### src/rtl/updown_pulse_tx_if.sv
// Request and pulse-line bundle for the UP/DOWN pulse transmitter.
// The master drives step requests; the slave (the transmitter) drives the lines and status.
interface updown_pulse_tx_if #(
  parameter int COUNT_W = 8
) ();
  logic               req_valid;
  logic               req_dir;
  logic [COUNT_W-1:0] req_count;
  logic               req_ready;
  logic               up;
  logic               down;
  logic               busy;
  logic [COUNT_W-1:0] remaining;
  logic               done;

  modport master (
    output req_valid, req_dir, req_count,
    input  req_ready, up, down, busy, remaining, done
  );

  modport slave (
    input  req_valid, req_dir, req_count,
    output req_ready, up, down, busy, remaining, done
  );
endinterface

### src/rtl/updown_pulse_tx.sv
// Transmit end of the UP/DOWN pulse channel: turns a (direction, count) request into a pulse train.
// Optional macro UPDOWN_PULSE_TX_ABORT_EN adds an abort input that ends a train early.
module updown_pulse_tx #(
  parameter int COUNT_W = 8,
  parameter int PULSE_W = 4,
  parameter int GAP_W   = 4
) (
  input  logic clk,
  input  logic rst,
`ifdef UPDOWN_PULSE_TX_ABORT_EN
  input  logic abort,
`endif
  updown_pulse_tx_if.slave bus
);

  localparam logic [1:0] S_IDLE  = 2'd0;
  localparam logic [1:0] S_PULSE = 2'd1;
  localparam logic [1:0] S_GAP   = 2'd2;
  localparam logic [1:0] S_DONE  = 2'd3;

  // Timer reloads hold the number of cycles left after the current one.
  localparam logic [7:0] PULSE_LOAD = 8'(PULSE_W - 1);
  localparam logic [7:0] GAP_LOAD   = 8'(GAP_W - 1);

  logic [1:0]         state, state_nxt;
  logic [7:0]         timer, timer_nxt;
  logic [COUNT_W-1:0] remaining, remaining_nxt;
  logic               dir, dir_nxt;
  logic               up_q, down_q;
  logic               abort_req;

`ifdef UPDOWN_PULSE_TX_ABORT_EN
  assign abort_req = abort;
`else
  assign abort_req = 1'b0;
`endif

  always_comb begin
    // NOTE: every output of this block gets a default first, so no path can
    // leave a variable unassigned and infer a latch.
    state_nxt     = state;
    timer_nxt     = timer;
    remaining_nxt = remaining;
    dir_nxt       = dir;

    case (state)
      S_IDLE: begin
        if (bus.req_valid) begin
          dir_nxt       = bus.req_dir;
          remaining_nxt = bus.req_count;
          if (bus.req_count == '0) begin
            state_nxt = S_DONE;
          end else begin
            state_nxt = S_PULSE;
            timer_nxt = PULSE_LOAD;
          end
        end
      end

      S_PULSE: begin
        if (abort_req) begin
          // A pulse cut short is not counted; remaining holds.
          state_nxt = S_DONE;
        end else if (timer != 8'd0) begin
          timer_nxt = timer - 8'd1;
        end else begin
          if (remaining != '0) begin
            remaining_nxt = remaining - 1'b1;
          end
          if (remaining <= COUNT_W'(1)) begin
            state_nxt = S_DONE;
          end else begin
            state_nxt = S_GAP;
            timer_nxt = GAP_LOAD;
          end
        end
      end

      S_GAP: begin
        if (abort_req) begin
          state_nxt = S_DONE;
        end else if (timer != 8'd0) begin
          timer_nxt = timer - 8'd1;
        end else begin
          state_nxt = S_PULSE;
          timer_nxt = PULSE_LOAD;
        end
      end

      S_DONE: begin
        state_nxt = S_IDLE;
      end

      default: begin
        state_nxt = S_IDLE;
      end
    endcase
  end

  always_ff @(posedge clk or posedge rst) begin
    if (rst) begin
      state     <= S_IDLE;
      timer     <= 8'd0;
      remaining <= '0;
      dir       <= 1'b0;
      up_q      <= 1'b0;
      down_q    <= 1'b0;
    end else begin
      // NOTE: state registers use non-blocking assignments so every flop
      // samples the pre-edge values regardless of statement order.
      state     <= state_nxt;
      timer     <= timer_nxt;
      remaining <= remaining_nxt;
      dir       <= dir_nxt;
      // Lines are decoded from the next state so they come straight off flops.
      up_q      <= (state_nxt == S_PULSE) && !dir_nxt;
      down_q    <= (state_nxt == S_PULSE) &&  dir_nxt;
    end
  end

  assign bus.up        = up_q;
  assign bus.down      = down_q;
  assign bus.req_ready = (state == S_IDLE);
  assign bus.busy      = (state != S_IDLE);
  assign bus.done      = (state == S_DONE);
  assign bus.remaining = remaining;

endmodule

### src/flat_wrapper.sv
// flat-port wrapper written by rule: the top's interface ports become plain ports
module updown_pulse_tx_flat 
#(
  parameter int COUNT_W = 8,
  parameter int PULSE_W = 4,
  parameter int GAP_W   = 4
)
  (clk, rst, bus_req_valid, bus_req_dir, bus_req_count, bus_req_ready, bus_up, bus_down, bus_busy, bus_remaining, bus_done);
  updown_pulse_tx_if #(.COUNT_W(COUNT_W)) bus_i ();
  input  logic clk;
  input  logic rst;
  input wire logic [$bits(bus_i.req_valid)-1:0] bus_req_valid;
  input wire logic [$bits(bus_i.req_dir)-1:0] bus_req_dir;
  input wire logic [$bits(bus_i.req_count)-1:0] bus_req_count;
  output wire logic [$bits(bus_i.req_ready)-1:0] bus_req_ready;
  output wire logic [$bits(bus_i.up)-1:0] bus_up;
  output wire logic [$bits(bus_i.down)-1:0] bus_down;
  output wire logic [$bits(bus_i.busy)-1:0] bus_busy;
  output wire logic [$bits(bus_i.remaining)-1:0] bus_remaining;
  output wire logic [$bits(bus_i.done)-1:0] bus_done;
  assign bus_i.req_valid = bus_req_valid;
  assign bus_i.req_dir = bus_req_dir;
  assign bus_i.req_count = bus_req_count;
  assign bus_req_ready = bus_i.req_ready;
  assign bus_up = bus_i.up;
  assign bus_down = bus_i.down;
  assign bus_busy = bus_i.busy;
  assign bus_remaining = bus_i.remaining;
  assign bus_done = bus_i.done;
  updown_pulse_tx #(.COUNT_W(COUNT_W), .PULSE_W(PULSE_W), .GAP_W(GAP_W)) u_core (.clk(clk), .rst(rst), .bus(bus_i));
endmodule
### config.mk
export PLATFORM = sky130hd
export DESIGN_NAME = updown_pulse_tx_flat
export DESIGN_NICKNAME = d
export VERILOG_FILES = /design/src/rtl/updown_pulse_tx_if.sv /design/src/rtl/updown_pulse_tx.sv /design/src/flat_wrapper.sv
export SDC_FILE = /design/constraint.sdc
export NUM_CORES = 1
export LEC_CHECK = 0
export ABC_AREA = 1
export ABC_CLOCK_PERIOD_IN_PS = 3600
export BUFFER_PORTS_ARGS = -buffer_cell sky130_fd_sc_hd__buf_2
export CORE_MARGIN = 5
export CORE_UTILIZATION = 50
export DETAILED_ROUTE_END_ITERATION = 16
export GPL_ROUTABILITY_DRIVEN = 0
export HOLD_SLACK_MARGIN = 0.05
export PLACE_DENSITY = 0.73
export SETUP_SLACK_MARGIN = 0.05
export SYNTH_ARGS = -nofsm -noshare
export SYNTH_HDL_FRONTEND = slang
export SYNTH_SLANG_ARGS = --single-unit
### constraint.sdc
create_clock -name clk -period 3.6 [get_ports clk]
set_input_delay 0.54 -clock clk [delete_from_list [all_inputs] [get_ports clk]]
set_output_delay 0.54 -clock clk [all_outputs]
set_load 0.02 [all_outputs]
# After elaboration in Yosys (flattened, before gate mapping)
# Index checks and enable logic that the tools add are counted.
# word_totals
mem_count	0
register_bits	21
rom_bits	0
in_bits	12
latch_bits	0
mem_bits_rw	0
wordCells	48
out_inout_bits	13
# op_classes
addsub	2
shifts	0
eq_ne	9
n_reduce_logical	12
muxes	18
div_mod_pow	0
mul	0
order_cmp	1
bitwise_logic	0
# op_table
op	n
$mux 8	8
$pmux 8 s3	1
$pmux 8 s2	1
$reduce_bool 8->1	2
$sub 8x1->8 const B	2
$le 8x1->1 const B	1
$logic_not 8->1	1
$mux 2	4
$pmux 2 s4	1
$reduce_and 4->1	2
$ne 2x2->1 const B	3
$eq 2x1->1 const B	2
$eq 2x2->1 const B	2
$reduce_bool 2->1	2
$mux 1	3
$ne 3x3->1 const B	1
$reduce_bool 3->1	1
$logic_and 1x1->1	2
$logic_not 2->1	1
$ne 2x1->1 const B	1
$logic_not 1->1	1

# Logic depth before layout (Yosys ltp)
# Gate-level depths: netlist of run 1.
# logic_depth
depth_word	6
mapped_depth	10
mapped_depth_nobuf	10

# Worst setup path before layout of run 1
# Ideal clock, no wire load.
# synth_timing
kind	reg-to-reg
start	reg u_core.state[1]
end	reg u_core.remaining[2], in the netlist u_core.bus.remaining[2]
setup_ns	0.120
path_slack_ns	1.753
required_ns	3.480
path_stages_with_launch	11
arrival_ns	1.727
path_buffers	1
period_less_slack_ns	1.847
path_cell_list	dfrtp_1 > inv_1 > ha_1 > inv_2 > or2_1 > o21a_1 > nand3_2 > inv_2 > buf_8 > nand2_1 > o21ai_2
# synth_between
elab_chain_len	3
elab_cells_between_ends	8
classes_between	eq/ne: 4; mux: 1; reduce/logical: 3
# synth_lines
item	line	source
start: declaration	updown_pulse_tx.sv:25	logic [1:0] state, state_nxt;
start signal: assignment	updown_pulse_tx.sv:111	state <= state_nxt;
$logic_not 2->1 (*)	-	
named net bus_req_ready	flat_wrapper.sv:15	output wire logic [$bits(bus_i.req_ready)-1:0] bus_req_ready;
$ne 2x2->1 (no source line) or $reduce_bool 2->1 (tied branches)	-	
$reduce_and 4->1 (no source line)	-	
end signal: assignment	updown_pulse_tx.sv:113	remaining <= remaining_nxt;
end: declaration	updown_pulse_tx.sv:27	logic [COUNT_W-1:0] remaining, remaining_nxt;
# The timed path passes the listed nets; every way through them passes the cells marked *.
# A chain may end at the register's enable or synchronous reset.

# Worst setup path after layout of run 1
# layout_timing
start	reg u_core.state[1]
end	out bus_busy
# layout_between
elab_chain_len	1
# layout_lines
item	line	source
$reduce_bool 2->1	updown_pulse_tx.sv:124	assign bus.busy = (state != S_IDLE);
end: declaration	flat_wrapper.sv:18	output wire logic [$bits(bus_i.busy)-1:0] bus_busy;
# Every way passes these cells.

==> flow_metrics.py, run 1 <==
metrics = {
    "synth": {
        "synthDistinctLibCells": 28,
        "syn_inst": 201,
        "syn_nets": 221,
        "yosysTopAreaCell": "dfrtp_1",
        "synth_top_area_share": 0.3553,
        "synth.cell_area_um2": 1479,
        "synth-seq-area-share": 0.3553,
        "syn_area_per_cell_um2": 7.358,
        "synth_area_leaders": "dfrtp_1, nand2_1, nor2_1, ha_1, inv_1",
        "yosys_warnings": 0,
        "synth.ff_latch_count": 21,
    },
    "placed_design": {
        "dpl_cell_area_um2": 1608,
        "portBuffers": 24,
        "dp_hpwl_mm": 2.298,
    },
    "cells_and_area": {
        "final_common_cell": "nand2_1",
        "fin_area_um2": 1635,
        "drive_gt1_frac": 0.2168,
        "seq_area_um2": 525.5,
        "diodes": 0,
        "mostFrequentLayoutCells": "nand2_1, nor2_1, inv_1, buf_2, dfrtp_1",
        "nets": 247,
        "fillers": 265,
        "area_delta_synth_final_pct": 10.58,
        "multi_input_area_um2": 825.8,
    },
    "clocking": {
        "hold_buffers": 0,
        "clkTransAtPathRegs_ns": 0.12,
        "cts_buffers": 3,
        "ctsResizeCount": 0,
        "insertion_delay_ns": 0.31,
        "cts_sinks": 21,
        "clk_path_buf_depth": 2,
        "cts-root-buf": "clkbuf_4",
        "post_cts_buffers": 0,
        "cts_tree": "yes",
        "h-tree-depth": 1,
    },
    "power": {
        "pwr-share-clk": 0.321,
        "power_leakage_nw": 0.8532,
        "switching_share": 0.2310,
        "power_frac_seq": 0.642,
        "p_per_area_nw_per_um2": 224.6,
        "internal_power_mw": 0.2824,
        "peakVddDrop_mv": 0.1648,
        "power.switching_mw": 0.08483,
        "comb_power_share": 0.037,
    },
    "drt": {
        "vias_per_cell": 5.156,
        "initialDrtViolationCount": 80,
        "wl_per_cell_um": 11.58,
        "wl_mm": 2.976,
        "ant_nets": 0,
        "drtPass1Iterations": 5,
        "route.detailed.drc": 0,
        "via_count": 1325,
    },
    "floorplan": {
        "start_util": 0.5272,
        "fp.dieW_um": 64.39,
        "rows": 19,
        "coreArea_um2": 2805,
        "die_y_um": 64.39,
        "io_pins": 25,
        "dieArea_um2": 4145,
    },
    "sta": {
        "fin_crit_sh": 0.5491,
        "hold_viol": 0,
        "tightest_slew_ns": 0.7777,
        "finalCriticalPeriod_ns": 1.977,
        "clock-skew-final_ns": 0.001222,
        "hold_ws_ns": 0.3470,
        "relSlewSlack": 0.4809,
        "fin_setup_tns_ns": 0,
        "fmax_ghz": 0.5059,
        "slew_violations": 0,
        "rsz0062_at_grt": "no",
        "setup_violations": 0,
    },
    "critical_path": {
        "crit_arrival_ns": 1.44,
        "crit_path_end_kind": "primary output",
        "cp_top_family": "flip-flops",
        "crit_path_top_delay_cell": "dfrtp_1",
        "crit_chain": "inv_1 -> ha_1 -> inv_2 -> buf_2",
        "r2r_cells": 8,
        "crit_required_ns": 3.06,
        "r2r_start": "u_core.state[1]",
        "timing_worst_setup_path_type": "reg -> out",
        "path_max_fanout": 7,
        "rrSetupSlack_ns": 1.67,
        "slowest_delay_ns": 0.44,
        "cp_num_buf_inv": 3,
        "r2r-end": "u_core.bus.up",
        "cp-start-kind": "flop",
    },
    "global_routing": {
        "grt_antenna_before_repair": 0,
        "grt_pass1_vias": 1324,
        "grt_use_total": 0.1619,
        "grt_max_degree": 22,
        "grt_pass1_wl_mm": 5.464,
        "grt_overflow": 0,
    },
    "outcome": {
        "status": "completed",
    },
    "flow_run": {
        "maxCapViolations": 0,
    },
    "worst_hold_path": {
        "hold_class": "in -> async",
    },
}
==> final cells by class <==
| cell class | count | area share |
|---|---|---|
| repair buffers | 24 | 0.07345 |
| multi-input cells | 151 | 0.5050 |
| well taps | 31 | 0.02372 |
| clock inverters | 1 | 0.003060 |
| inverters | 26 | 0.05968 |
| clock buffers | 3 | 0.01377 |
| flip-flops and latches | 21 | 0.3213 |
==> state kept, by name, indices dropped and copies added (netlist names) <==
register,cells
u_core.bus.down,1
u_core.bus.remaining,8
u_core.bus.up,1
u_core.dir,1
u_core.state,2
u_core.timer,8
==> Yosys cell counts (all sizes together) <==
| cell type | instances |
|---|---|
| a21oi | 3 |
| nand3 | 14 |
| nor3 | 2 |
| clkbuf | 1 |
| nand4 | 5 |
| nand2 | 49 |
| xnor2 | 1 |
| xor2 | 2 |
| ha | 8 |
| inv | 26 |
| o21bai | 3 |
| o211ai | 1 |
| nor2 | 33 |
| o21ai | 26 |
| or2 | 3 |
| buf | 2 |
| o21a | 1 |
| dfrtp | 21 |
==> through the flow <==
stage	util	instances	worst slack, ns	total power [mW]
3_3_place_gp	0.5731	253	1.778	0.2545
2_1_floorplan	-	201	1.753	0.2459
5_1_grt	0.5830	257	1.463	0.3886
3_5_place_dp	0.5731	253	1.701	0.2545
4_1_cts	0.5830	257	1.625	0.3732
6_report	0.5830	257	1.623	0.3672
==> logic make-up (layout without fill, tap and decap cells) <==
logic type	Yosys count	after routing	synth area share
xor gates and xnor gates	3	3	0.01777
and+or+nand+nor	106	106	0.3316
AOI/OAI and AO/OA	34	34	0.1413
adders and majority gates	8	8	0.06768
DFF	21	21	0.3553
buffers and inverters	29	54	0.08629
==> layer usage <==
| layer | GRT usage | part of all wire |
|---|---|---|
| met4 | 0.06069 | 0.0084 |
| met1 | 0.1926 | 0.46 |
| met3 | 0.02802 | 0.050 |
| met2 | 0.2899 | 0.48 |
| met5 | 0 | 0 |
==> power by group through the flow <==
stage	combinational, mW	sequential [mW]	clock, mW
finish	0.0135	0.236	0.118
detailed placement	0.0141	0.240	0
floorplan	0.00556	0.240	0
global route	0.0157	0.236	0.137
CTS	0.0141	0.236	0.123
global placement	0.0142	0.240	0
==> worst max path at each step <==
stage,depth (start not counted),slack [ns],to,start
final,4,1.62,bus_busy,u_core.state[1]
after detailed placement,8,1.70,u_core.bus.up,u_core.state[1]
after global placement,8,1.78,u_core.bus.down,u_core.state[1]
after CTS,4,1.63,bus_busy,u_core.state[1]
after floorplan,10,1.75,u_core.bus.remaining[2],u_core.state[1]
after global routing,8,1.46,u_core.bus.up,u_core.state[1]
(Power assumes the default switching activity.)
==> run 2, diff against run 1 <==
- ABC_AREA: 1 -> 0
- ABC_CLOCK_PERIOD_IN_PS: 3600 -> 1700
- PLACE_DENSITY: 0.73 -> 0.76
- clock period: 3.6 -> 1.7 ns (I/O delays scaled with it)
==> run 2 against run 1 <==
Clock power increased by 120%; clock skew up 0.0040 ns; die area decreased by 3.0%; first-iteration DRC count is 1.3% lower; hold slack got worse by 0.12 ns; combinational power increased to 200 times the previous value; the run now ends with negative setup slack left; critical path type is now reg -> reg; utilization rose by 17 points; setup slack worse by 1.9 ns; flip-flop and latch count is the same; register-to-register slack worse by 1.9 ns; synthesized cell count decreased by 21%.
==> flow_metrics.py, run 2 <==
metrics = {
    "sta": {
        "rsz0062_at_grt": "yes",
        "fmax_ghz": 0.5158,
        "hold_ws_ns": 0.2243,
        "setup_violations": 11,
        "setup_slack_ns": -0.2387,
        "finalCriticalPeriod_ns": 1.939,
        "relSlewSlack": 0.5937,
        "clock-skew-final_ns": 0.005191,
        "tightest_slew_ns": 0.6038,
        "fin_crit_sh": 1.140,
        "slew_violations": 0,
        "hold_viol": 0,
        "fin_setup_tns_ns": -1.333,
    },
    "floorplan": {
        "fp.dieW_um": 63.41,
        "die_y_um": 63.41,
        "coreArea_um2": 2734,
        "dieArea_um2": 4021,
        "start_util": 0.5217,
        "rows": 19,
        "io_pins": 25,
    },
    "drt": {
        "ant_nets": 0,
        "wl_met1_mm": 1.731,
        "drtPass1Iterations": 4,
        "wl_met2_mm": 2.322,
        "via_count": 1582,
        "met3WireLength_um": 310,
        "initialDrtViolationCount": 79,
        "vias_per_cell": 6.278,
        "wl_mm": 4.530,
        "wl_per_cell_um": 17.98,
        "top_layer": "met4",
        "route.detailed.drc": 0,
    },
    "synth": {
        "synth_top_family_by_area": "compound AO/OA/AOI/OAI gates",
        "synth-seq-area-share": 0.3684,
        "synthArstFlopShare": 1.000,
        "synth.cell_area_um2": 1426,
        "synth_edf_count": 0,
        "yosysTopAreaCell": "dfrtp_1",
        "synthDistinctLibCells": 45,
        "synth_area_leaders": "dfrtp_1, ha_1, o21ai_0, a21oi_1, nand2_1",
        "synth_common_cells": "dfrtp_1, o21ai_0, nand2_1, inv_1, a21oi_1",
        "synthXorXnorAreaFrac": 0,
        "syn_area_per_cell_um2": 9.028,
        "synth_compound_area_frac": 0.2596,
        "synth_adder_area_share": 0.07018,
        "syn_nets": 178,
        "synth_top_area_share": 0.3684,
        "syn_inst": 158,
        "yosys_warnings": 0,
        "synth_most_common_cell": "dfrtp_1",
        "synth_ff_type": "dfrtp_1",
        "synth_simple_gate_area_share": 0.2307,
        "synth_mux_area_frac": 0.01579,
        "synth.ff_latch_count": 21,
    },
    "critical_path": {
        "cp-start-kind": "flop",
        "timing_worst_setup_path_type": "reg -> reg",
        "crit_required_ns": 1.91,
        "path_max_fanout": 4,
        "crit_arrival_ns": 2.15,
        "crit_path_end_kind": "flop",
    },
    "global_routing": {
        "grt_pass1_wl_mm": 6.948,
        "grt_pass1_vias": 1545,
        "grt_overflow": 0,
        "grt_use_total": 0.2113,
        "grt_max_degree": 22,
        "grt_antenna_before_repair": 0,
    },
    "cells_and_area": {
        "drive_gt1_frac": 0.5023,
        "final_util": 0.7556,
        "mostFrequentLayoutCells": "buf_4, buf_2, dfrtp_1, nand2_1, a21oi_1",
        "diodes": 0,
        "reg_top3": "u_core.bus.remaining: 8 flops, u_core.timer: 8 flops, u_core.state: 2 flops",
        "nets": 242,
        "finalNonFillerCells": 252,
        "final_common_cell": "buf_4",
        "area_delta_synth_final_pct": 44.82,
    },
    "clocking": {
        "cts_tree": "yes",
        "clkTransAtPathRegs_ns": 0.13,
        "cts_sinks": 21,
        "cts-root-buf": "clkbuf_4",
        "h-tree-depth": 1,
        "clk_path_buf_depth": 2,
        "cts_buffers": 3,
        "insertion_delay_ns": 0.32,
    },
    "worst_hold_path": {
        "hold_class": "in -> reg",
    },
    "placed_design": {
        "portBuffers": 24,
        "dp_slack_ns": -0.1920,
        "placedCellCount": 244,
        "dp_hpwl_mm": 3.043,
    },
    "flow_run": {
        "maxCapViolations": 0,
    },
    "power": {
        "peakVddDrop_mv": 1.336,
        "p_per_area_nw_per_um2": 1844,
        "power_leakage_nw": 0.9205,
    },
    "outcome": {
        "status": "finished, violations left",
        "violations": "negative setup slack",
    },
}
-- run 2: what timing repair did --
item,4_1_cts,5_1_grt
buffers inserted,1,3
setup endpoints to repair,20,20
pin swaps,5,8
gates resized for setup,9,31
hold buffers,1,0
gates cloned,0,0
hold endpoints to repair,21,0
-- run 2: logic make-up (layout without fill, tap and decap cells) --
family          Yosys count  count (layout)
buf+inv                  16              79
compound gates           54              54
flops                    21              21
fa+ha+maj                 8               8
mux                       2               2
simple gates             57              57
-- run 2: final cells by class --
| class | count | area [µm²] |
|---|---|---|
| clock buffers | 4 | 26.28 |
| fillers | 186 | 668.1 |
| inverters | 12 | 48.80 |
| multi-input cells | 121 | 1001 |
| flip-flops and latches | 21 | 528.0 |
| well taps | 31 | 38.79 |
| repair buffers | 63 | 422.9 |
-- run 2: worst max-delay path: stages (launching register included) --
cell,delay [ns]
dfrtp_2,0.43
inv_2,0.06
ha_1,0.13
or4b_4,0.48
o211ai_4,0.19
buf_4,0.15
o21ai_0,0.12
a21oi_1,0.20
a21oi_1,0.07
-- run 2: path summary, 6_finish.rpt --
path,start,to,slack (ns),cells past startpoint
setup / recovery,u_core.bus.remaining[0],u_core.bus.remaining[4],-0.24,8
hold / removal,bus_req_dir,u_core.dir,0.22,2
setup reg to reg,u_core.bus.remaining[0],u_core.bus.remaining[4],-0.24,8
hold reg to reg,u_core.dir,u_core.dir,0.56,1
max in group asynchronous,rst,u_core.bus.remaining[0],0.97,4
min in group asynchronous,rst,u_core.timer[0],0.50,4
-- run 2: metal layers --
| layer | vias up | global-route usage |
|---|---|---|
| met5 | - | 0 |
| met4 | 0 | 0.08312 |
| met3 | 22 | 0.03730 |
| met2 | 91 | 0.3655 |
| met1 | 746 | 0.2573 |
| li1 | 723 | - |
-- run 2: report_power, final --
group          internal (mW)  switching [mW]  leakage [nW]  total (mW)
Sequential             0.696           0.133         0.258       0.828
Clock                 0.0919           0.168        0.0150       0.260
Combinational           1.18            1.54         0.648        2.72
Total                   1.97            1.84         0.921        3.81
-- run 2: stage by stage --
| step | power (mW) | cell area (µm²) |
|---|---|---|
| 4_1_cts | 3.482 | 1929 |
| 5_1_grt | 4.043 | 2066 |
| 6_report | 3.809 | 2066 |
| 2_1_floorplan | 2.280 | 1459 |
| 3_3_place_gp | 3.038 | 1847 |
| 3_5_place_dp | 3.110 | 1847 |
==> run 3, diff against run 2 <==
- CORE_MARGIN: 5 -> unset
==> run 3 against run 2 <==
The run still ends with negative setup slack left; combinational power down 2%; die area shrank 24%; sequential power down 0.8%; highest routed layer unchanged; sequential share of layout area is 0.35 points higher.
==> flow_metrics.py, run 3 (synthesized netlist as in run 2, its figures left out) <==
metrics = {
    "power": {
        "switching_share": 0.4694,
        "pwr-share-clk": 0.067,
        "power.switching_mw": 1.757,
        "comb_power_share": 0.714,
        "p_per_area_nw_per_um2": 1836,
        "p_total_mw": 3.743,
        "internal_power_mw": 1.986,
        "power_leakage_nw": 0.9323,
        "peakVddDrop_mv": 1.447,
        "power_frac_seq": 0.219,
    },
    "drt": {
        "initialDrtViolationCount": 75,
        "vias_per_cell": 6.087,
        "wl_mm": 4.080,
        "ant_nets": 0,
        "via_count": 1546,
        "route.detailed.drc": 0,
        "drtPass1Iterations": 6,
        "wl_per_cell_um": 16.06,
    },
    "cells_and_area": {
        "multi_input_area_um2": 962.2,
        "final_common_cell": "buf_4",
        "seq_area_um2": 528.0,
        "drive_gt1_frac": 0.4978,
        "mostFrequentLayoutCells": "buf_4, buf_2, dfrtp_1, o21ai_0",
        "fillers": 203,
        "area_delta_synth_final_pct": 42.89,
        "nets": 244,
        "fin_area_um2": 2038,
        "reg_top3": "u_core.bus.remaining: 8 flops, u_core.timer: 8 flops, u_core.state: 2 flops",
        "finalNonFillerCells": 254,
        "diodes": 0,
    },
    "critical_path": {
        "r2r_cells": 8,
        "crit_path_end": "u_core.bus.remaining[4]",
        "crit_required_ns": 1.89,
        "rrSetupSlack_ns": -0.17,
        "crit_start": "u_core.bus.remaining[0]",
        "r2r_start": "u_core.bus.remaining[0]",
        "path_max_fanout": 4,
        "timing_worst_setup_path_type": "reg -> reg",
        "r2r-end": "u_core.bus.remaining[4]",
        "cp-start-kind": "flop",
        "crit_path_end_kind": "flop",
        "crit_arrival_ns": 2.06,
    },
    "sta": {
        "fin_crit_sh": 1.099,
        "setup_slack_ns": -0.1686,
        "hold_viol": 0,
        "setup_violations": 11,
        "fmax_ghz": 0.5352,
        "finalCriticalPeriod_ns": 1.869,
        "hold_ws_ns": 0.2293,
        "clock-skew-final_ns": 0.001585,
        "tightest_slew_ns": 0.4996,
        "rsz0062_at_grt": "yes",
        "slew_violations": 0,
        "relSlewSlack": 0.6644,
    },
    "placed_design": {
        "portBuffers": 24,
        "placedCellCount": 246,
        "dpl_cell_area_um2": 1862,
        "dp_hpwl_mm": 3.080,
    },
    "floorplan": {
        "die_y_um": 55.41,
        "fp.dieW_um": 55.41,
        "io_pins": 25,
        "coreArea_um2": 2734,
        "dieArea_um2": 3070,
        "start_util": 0.5217,
        "rows": 19,
    },
    "clocking": {
        "clk_path_buf_depth": 2,
        "insertion_delay_ns": 0.30,
        "cts_buffers": 3,
        "h-tree-depth": 1,
        "clkTransAtPathRegs_ns": 0.12,
        "cts_sinks": 21,
        "cts-root-buf": "clkbuf_4",
        "cts_tree": "yes",
    },
    "global_routing": {
        "grt_antenna_before_repair": 0,
        "grt_max_degree": 22,
        "grt_pass1_wl_mm": 6.720,
        "grt_overflow": 0,
        "grt_pass1_vias": 1469,
        "grt_use_total": 0.2786,
    },
    "worst_hold_path": {
        "hold_class": "in -> reg",
    },
    "outcome": {
        "status": "finished, violations left",
        "violations": "negative setup slack",
    },
    "flow_run": {
        "maxCapViolations": 0,
    },
}
-- run 3: cell count changes in the layout (fill, tap and decap cells not counted), sizes merged --
cell	previous run	this run
buf	62	64
-- run 3: how the worst min path moves through the flow --
| stage | start | end | slack (ns) | cells past startpoint |
|---|---|---|---|---|
| finish | bus_req_dir | u_core.dir | 0.23 | 2 |
| global route | bus_req_dir | u_core.dir | 0.20 | 2 |
| detailed placement | rst | u_core.timer[5] | 0.29 | 3 |
| floorplan | rst | u_core.bus.down | 0.23 | 1 |
| CTS | bus_req_dir | u_core.dir | 0.22 | 2 |
| global placement | rst | u_core.timer[7] | 0.29 | 3 |
-- run 3: what timing repair did --
item | CTS | global route
endpoints found under the setup margin | 19 | 20
gates resized for setup | 18 | 13
buffers inserted | 1 | 2
pin swaps | 7 | 1
endpoints found under the hold margin | 21 | 0
hold buffers | 1 | 0
-- run 3: worst max-delay path: stages (launching register included) --
cell	delay, ns
dfrtp_2	0.43
inv_2	0.06
ha_1	0.14
or4b_4	0.48
o211ai_4	0.18
buf_4	0.16
o21ai_0	0.09
a21oi_1	0.16
a21oi_1	0.07
-- run 3: stage by stage --
| stage | util | setup slack (ns) | setup TNS, ns |
|---|---|---|---|
| floorplan | - | -0.1633 | -0.7661 |
| global placement | 0.6810 | -0.1047 | -0.7803 |
| detailed placement | 0.6810 | -0.2151 | -1.667 |
| CTS | 0.7204 | -0.1543 | -0.9088 |
| global route | 0.7455 | -0.2343 | -2.177 |
| finish | 0.7455 | -0.1686 | -1.072 |
-- run 3: power groups by stage --
stage | combinational (mW) | clock, mW | sequential (mW)
2_1_floorplan | 1.26 | 0 | 1.02
6_report | 2.67 | 0.250 | 0.821
5_1_grt | 2.85 | 0.288 | 0.840
4_1_cts | 2.48 | 0.251 | 0.817
3_5_place_dp | 2.33 | 0 | 0.824
3_3_place_gp | 2.25 | 0 | 0.814
-- run 3: layer usage --
metal / vias up / wire, µm / GRT usage
met5: - / 0 / 0
met2: 64 / 2093 / 0.4785
met3: 17 / 180 / 0.03279
li1: 722 / - / -
met1: 743 / 1728 / 0.3558
met4: 0 / 77 / 0.1143
-- run 3: cell type report --
type | count | share of cell area
flip-flops and latches | 21 | 0.2591
well taps | 31 | 0.01903
clock buffers | 4 | 0.01289
repair buffers | 65 | 0.2130
multi-input cells | 121 | 0.4721
inverters | 12 | 0.02394
